===== config.mk =====
export PLATFORM = sky130hd
export DESIGN_NAME = axis_frame_sync_ctrl
export DESIGN_NICKNAME = d
export VERILOG_FILES = /design/src/rtl/axis_frame_sync_ctrl.sv
export SDC_FILE = /design/constraint.sdc
export NUM_CORES = 1
export LEC_CHECK = 0
export BUFFER_PORTS_ARGS = -buffer_cell sky130_fd_sc_hd__buf_2
export CORE_ASPECT_RATIO = 0.8
export CORE_UTILIZATION = 29
export DETAILED_ROUTE_END_ITERATION = 6
export PLACE_DENSITY = 0.63
export SETUP_SLACK_MARGIN = 0.05
export SYNTH_ARGS = -nofsm -noshare
export SYNTH_HDL_FRONTEND = slang
export SYNTH_SLANG_ARGS = --single-unit

===== constraint.sdc =====
create_clock -name axis_clk -period 4.2 [get_ports axis_clk]
set_clock_uncertainty 0.1 [all_clocks]
set_input_delay 0.84 -clock axis_clk [delete_from_list [all_inputs] [get_ports axis_clk]]
set_output_delay 0.84 -clock axis_clk [all_outputs]
set_load 0.1 [all_outputs]

===== src/rtl/axis_frame_sync_ctrl.sv =====
// Frame-synchronising controller for two AXI4-Stream video inputs.
// Drops beats on each stream until both present start-of-frame together,
// then forwards them as one lockstep paired stream with zero latency.
// Any disagreement on tlast/SOF between the streams forces a resync.
//
// Ports:
//   axis_clk, areset      - clock, synchronous active-high reset
//   enable                - run request
//   s_axis_*_vid0/vid1    - the two video inputs
//   m_axis_*              - paired output (tdata per stream, shared tvalid/tready/tlast/tuser)
//   locked                - high while paired streaming is active
//   err_mismatch          - one-cycle pulse on a tlast/SOF disagreement
//   err_timeout           - one-cycle pulse every TIMEOUT cycles spent waiting for a dual SOF
//   resync_count          - saturating count of disagreements
//   frame_lines           - line count of the last complete frame
module axis_frame_sync_ctrl #(
    parameter int unsigned DATA_WIDTH = 24,
    parameter int unsigned USER_WIDTH = 1,
    parameter int unsigned TIMEOUT    = 4096
) (
    input  logic                  axis_clk,
    input  logic                  areset,
    input  logic                  enable,

    input  logic [DATA_WIDTH-1:0] s_axis_tdata_vid0,
    input  logic                  s_axis_tvalid_vid0,
    output logic                  s_axis_tready_vid0,
    input  logic                  s_axis_tlast_vid0,
    input  logic [USER_WIDTH-1:0] s_axis_tuser_vid0,

    input  logic [DATA_WIDTH-1:0] s_axis_tdata_vid1,
    input  logic                  s_axis_tvalid_vid1,
    output logic                  s_axis_tready_vid1,
    input  logic                  s_axis_tlast_vid1,
    input  logic [USER_WIDTH-1:0] s_axis_tuser_vid1,

    output logic [DATA_WIDTH-1:0] m_axis_tdata_vid0,
    output logic [DATA_WIDTH-1:0] m_axis_tdata_vid1,
    output logic                  m_axis_tvalid,
    input  logic                  m_axis_tready,
    output logic                  m_axis_tlast,
    output logic [USER_WIDTH-1:0] m_axis_tuser,

    output logic                  locked,
    output logic                  err_mismatch,
    output logic                  err_timeout,
    output logic [7:0]            resync_count,
    output logic [15:0]           frame_lines
);

    localparam int unsigned CNT_W    = 16;
    localparam int unsigned RESYNC_W = 8;

    localparam logic [CNT_W-1:0]    WAIT_MAX   = CNT_W'(TIMEOUT - 1);
    localparam logic [CNT_W-1:0]    LINE_MAX   = '1;
    localparam logic [RESYNC_W-1:0] RESYNC_MAX = '1;

    typedef enum logic [1:0] {
        ST_IDLE  = 2'd0,
        ST_FLUSH = 2'd1,
        ST_RUN   = 2'd2
    } state_t;

    state_t              state_q, state_d;
    logic [CNT_W-1:0]    wait_cnt_q, wait_cnt_d;
    logic [CNT_W-1:0]    line_cnt_q, line_cnt_d;
    logic [CNT_W-1:0]    frame_lines_q, frame_lines_d;
    logic [RESYNC_W-1:0] resync_q, resync_d;
    logic                sof_seen_q, sof_seen_d;
    logic                locked_q, locked_d;
    logic                err_mm_q, err_mm_d;
    logic                err_to_q, err_to_d;

    logic sof0, sof1, match, both_valid, xfer;

    assign sof0       = s_axis_tuser_vid0[0];
    assign sof1       = s_axis_tuser_vid1[0];
    assign both_valid = s_axis_tvalid_vid0 & s_axis_tvalid_vid1;
    assign match      = (s_axis_tlast_vid0 == s_axis_tlast_vid1) && (sof0 == sof1);

    // Payload is a straight pass-through; only the handshake is gated.
    assign m_axis_tdata_vid0 = s_axis_tdata_vid0;
    assign m_axis_tdata_vid1 = s_axis_tdata_vid1;
    assign m_axis_tlast      = s_axis_tlast_vid0;
    assign m_axis_tuser      = s_axis_tuser_vid0;

    // Next-state, counters and handshake.
    always_comb begin
        state_d            = state_q;
        wait_cnt_d         = '0;
        line_cnt_d         = line_cnt_q;
        frame_lines_d      = frame_lines_q;
        resync_d           = resync_q;
        sof_seen_d         = 1'b0;
        err_mm_d           = 1'b0;
        err_to_d           = 1'b0;
        s_axis_tready_vid0 = 1'b0;
        s_axis_tready_vid1 = 1'b0;
        m_axis_tvalid      = 1'b0;
        xfer               = 1'b0;

        case (state_q)
            ST_IDLE: begin
                if (enable) begin
                    state_d = ST_FLUSH;
                end
            end

            ST_FLUSH: begin
                // Discard non-SOF beats; park an SOF beat until its partner shows up.
                s_axis_tready_vid0 = ~(s_axis_tvalid_vid0 & sof0);
                s_axis_tready_vid1 = ~(s_axis_tvalid_vid1 & sof1);

                if (wait_cnt_q == WAIT_MAX) begin
                    err_to_d = 1'b1;
                end else begin
                    wait_cnt_d = wait_cnt_q + CNT_W'(1);
                end

                if (!enable) begin
                    state_d = ST_IDLE;
                end else if (both_valid && sof0 && sof1) begin
                    state_d = ST_RUN;
                end
            end

            ST_RUN: begin
                sof_seen_d         = sof_seen_q;
                m_axis_tvalid      = both_valid & match;
                s_axis_tready_vid0 = m_axis_tready & s_axis_tvalid_vid1 & match;
                s_axis_tready_vid1 = m_axis_tready & s_axis_tvalid_vid0 & match;
                xfer               = m_axis_tvalid & m_axis_tready;

                if (both_valid && !match) begin
                    err_mm_d = 1'b1;
                    state_d  = ST_FLUSH;
                    if (resync_q != RESYNC_MAX) begin
                        resync_d = resync_q + RESYNC_W'(1);
                    end
                end

                if (xfer) begin
                    if (sof0) begin
                        // The first SOF after locking starts counting; later ones close a frame.
                        if (sof_seen_q) begin
                            frame_lines_d = line_cnt_q;
                        end
                        sof_seen_d = 1'b1;
                        line_cnt_d = CNT_W'(s_axis_tlast_vid0);
                    end else if (s_axis_tlast_vid0 && (line_cnt_q != LINE_MAX)) begin
                        line_cnt_d = line_cnt_q + CNT_W'(1);
                    end

                    // A stop request is honoured only at a line boundary.
                    if (s_axis_tlast_vid0 && !enable) begin
                        state_d = ST_IDLE;
                    end
                end
            end

            default: begin
                state_d = ST_IDLE;
            end
        endcase

        locked_d = (state_d == ST_RUN);
    end

    // State and status registers.
    always_ff @(posedge axis_clk) begin
        if (areset) begin
            state_q       <= ST_IDLE;
            wait_cnt_q    <= '0;
            line_cnt_q    <= '0;
            frame_lines_q <= '0;
            resync_q      <= '0;
            sof_seen_q    <= 1'b0;
            locked_q      <= 1'b0;
            err_mm_q      <= 1'b0;
            err_to_q      <= 1'b0;
        end else begin
            state_q       <= state_d;
            wait_cnt_q    <= wait_cnt_d;
            line_cnt_q    <= line_cnt_d;
            frame_lines_q <= frame_lines_d;
            resync_q      <= resync_d;
            sof_seen_q    <= sof_seen_d;
            locked_q      <= locked_d;
            err_mm_q      <= err_mm_d;
            err_to_q      <= err_to_d;
        end
    end

    assign locked       = locked_q;
    assign err_mismatch = err_mm_q;
    assign err_timeout  = err_to_q;
    assign resync_count = resync_q;
    assign frame_lines  = frame_lines_q;

endmodule

==> results.md <==
* Status: completed
* # Post-CTS Setup Buffers at 0
* DR vias at 2363
* Post-synth top area cell: dfxtp_1
* WP depth at 6
* Vias per inst at 4.62
* Die ar. at 11600 sq um
* Pwr Total at 1.52 mW
* Reg-to-reg endpoint: frame_lines[9]
* GRT overflow at 0
* Setup TNS at 0 ns
* PD cells at 428 nW/um^2
* R2r setup slk at roughly 1.7 ns
* Post-synthesis mux area share at 0.0524
* Fill cell count at 1163
* # rows at 34
* Port Buffers at 41
* Starting Density at 0.298
* XOR/XNOR Fraction of Synth Area at 0.0963
* Height of the die at 96.7 microns
* ANT nets after route at 0
* Clock-pin slew on the worst setup and hold paths at 0.05 ns
* # resized after CTS at 0
* GP Congestion at 0.812
* Worst path most repeated cell: buf_2
* Hold crit path type: reg2reg
* Setup violations, final at 0
* Max Clock Freq at 312 MHz
* Clk Latency, worst-skew pair at 0.32 ns
* Synthesized flop and latch total at 62
* Inst Count DP at 496
* Initial antenna violation count at 0
* Top area cells in the synthesized netlist: dfxtp_1 (38%), buf_4 (12%), nor2_1 (7.0%)
* Final instance area at between 3000 and 4000 sq um
* Commonest non-fill, non-tap cell in the layout: dfxtp_1
* WS Path Type: in2out
* CTS Hold Bufs at 0
* Synthesis-to-finish area growth at 9.17%
* Clk root buf: clkbuf_16
* Sequential fraction of the synthesis area at 0.382
* CP Launch Point: s_axis_tuser_vid0
* Rel. slew slack at 0.290
* Period utilization at 0.763
* Crit path to: s_axis_tready_vid1
* Post-synthesis async set-or-reset flop share at 0
* DP Wirelength at approximately 4500 microns
* Clock Path Buffers at 2
* Final max-slew violation count at 0
* Leakage power at 1.41 nW
* Largest family of logic cells by synthesized area: simple AND/OR/NAND/NOR gates
* Ant diodes at 0
* Non-filler instance count after layout at 511
* Synthesized cell area at between 3000 and 4000 sq um
* Initial DRC count at 86
* CTS tree: yes
* IO Pins at 138
* DP Area at 3190 sq um
* Synth Area in Adders at 0.0270
* CP cell instances: buf_2 -> xor2_1 -> nor3_1 -> a32oi_1 -> nor2b_1 -> buf_2
* Simple-gate portion of the synthesized area at 0.237
* Sink Count at 62
* Area of the multi-input gates at 1520 sq um
* Maximum capacitance violations at 0
* Compound-gate portion of the synthesized area at 0.0532
* Commonest cells after routing, fill and taps aside: dfxtp_1 (62), nor2_1 (61), buf_2 (41), xnor2_1 (22), nand2_1 (21)
* Worst-Margin Slew at 1.06 ns
* Cts bufs inserted at 9
* Hold Vio Cnt, Final at 0
* Cell variety after synth at 40
* Critical Path AT at approximately 2.3 ns
* EDFF count, synth at 0
* Die width at between 100 and 150 microns
* Total GRT Usage at 0.115
* Largest net degree at the start of global routing at 31
* Synth warn at 0
* Routed wire length at 6180 microns
* Synth top area share at 0.382
* Cell family with most CP delay: buffers and inverters
* Worst path slowest cell: buf_2
* Worst r2r path cells at 7
* Seq. cell area at 1240 sq um
* Layout cells sized above 1 at 0.183
* Crit path capture type: primary output
* WL per Instance at 12.1 microns
* Mapped Avg Cell Area at 8.71 sq um
* Critical path's largest stage delay at 0.43 ns
* # H-tree levels at 3
* Worst path required time at 3.26 ns
* Drt drc at 0
* Post-layout min period at 3.21 ns
* NumNets Final at 428
* CP Launch Type: input pin
* First-pass GRT wire length at 10900 microns
* Post-synth net total at ~440
* CP Buf/Inv Count at 2
* RSZ-0062 raised after global routing: no
* Main synth FF type: dfxtp_1
* Core area at 10900 sq um
* Mapped Cells at 373
* Crit-path max FO at 7
* Drt pass-1 iters at 4
* Maximum vdd drop at 0.000197 V
* Number of global-route vias before repair at 2338
* Worst r2r src: state_q[0]
==> flip-flops by register name, summed over array words and instances, names as in the netlist <==
signal,count
frame_lines,16
line_cnt_q,16
wait_cnt_q,16
resync_count,8
state_q,2
err_mismatch,1
err_timeout,1
locked,1
sof_seen_q,1
==> through the flow <==
stage / hold slack (ns) / util / setup slack [ns]
after floorplan: 0.318 / - / 0.446
after global placement: 0.329 / 0.293 / 1.05
after detailed placement: 0.341 / 0.293 / 0.997
after CTS: 0.363 / 0.326 / 0.998
after global routing: 0.394 / 0.326 / 0.865
final: 0.358 / 0.326 / 0.995
==> worst register-to-register path: stages, from the launching register on <==
cell     delay, ns
dfxtp_1       0.35
inv_1         0.10
ha_1          0.22
inv_1         0.12
nor3_1        0.38
nand4_2       0.67
mux2i_1       0.39
nor2_1        0.06
==> worst min path at each step <==
stage               slack [ns]             to  cells past startpoint     startpoint
floorplan                 0.32  wait_cnt_q[0]                      1  wait_cnt_q[0]
global placement          0.33  wait_cnt_q[0]                      1  wait_cnt_q[0]
detailed placement        0.34  wait_cnt_q[0]                      1  wait_cnt_q[0]
CTS                       0.36  wait_cnt_q[0]                      1  wait_cnt_q[0]
global route              0.39  wait_cnt_q[0]                      1  wait_cnt_q[0]
finish                    0.36  wait_cnt_q[0]                      1  wait_cnt_q[0]
==> power by group <==
group / switching [mW] / internal (mW)
registers: 0.00188 / 0.591
clock network: 0.243 / 0.624
logic: 0.0434 / 0.0149
total: 0.289 / 1.23
==> synthesized netlist by cell type (2+ instances only) <==
master,number
dfxtp_1,62
nor2_1,61
buf_4,51
xnor2_1,22
nand2_1,21
nand3_1,18
mux2i_1,17
inv_1,12
a21oi_1,10
nor3_1,10
xor2_1,10
nor4_1,9
o21ai_0,8
ha_1,7
nand4_1,6
clkbuf_1,5
or3_1,4
and4_1,3
buf_2,3
buf_6,3
nand2b_1,3
nor4_2,3
a21o_1,2
a32oi_1,2
and3_1,2
nand4_2,2
nor2b_1,2
nor3b_1,2
xnor2_2,2
==> per-layer routing <==
metal  up-vias  global-route usage  part of all wire
li1       1190                   -                 -
met1      1114               0.142              0.48
met2        47               0.184              0.46
met3        12              0.0407             0.044
met4         0              0.0427             0.011
met5         -                   0                 0
==> layout make-up <==
| class | count | share of cell area |
|---|---|---|
| Clock buffer | 12 | 0.0752 |
| Clock inverter | 3 | 0.0254 |
| Inverter | 12 | 0.0127 |
| Multi-Input combinational cell | 237 | 0.428 |
| Sequential cell | 62 | 0.350 |
| Tap cell | 144 | 0.0508 |
| Timing Repair Buffer | 41 | 0.0579 |
==> cell families after synthesis <==
| group | after synthesis |
|---|---|
| and+or+nand+nor | 151 |
| buffers and inverters | 74 |
| DFF | 62 |
| xor gates and xnor gates | 34 |
| AOI/OAI and AO/OA | 28 |
| muxes | 17 |
| adders and majority gates | 7 |
Note: power is estimated with default switching activity, not from simulation.
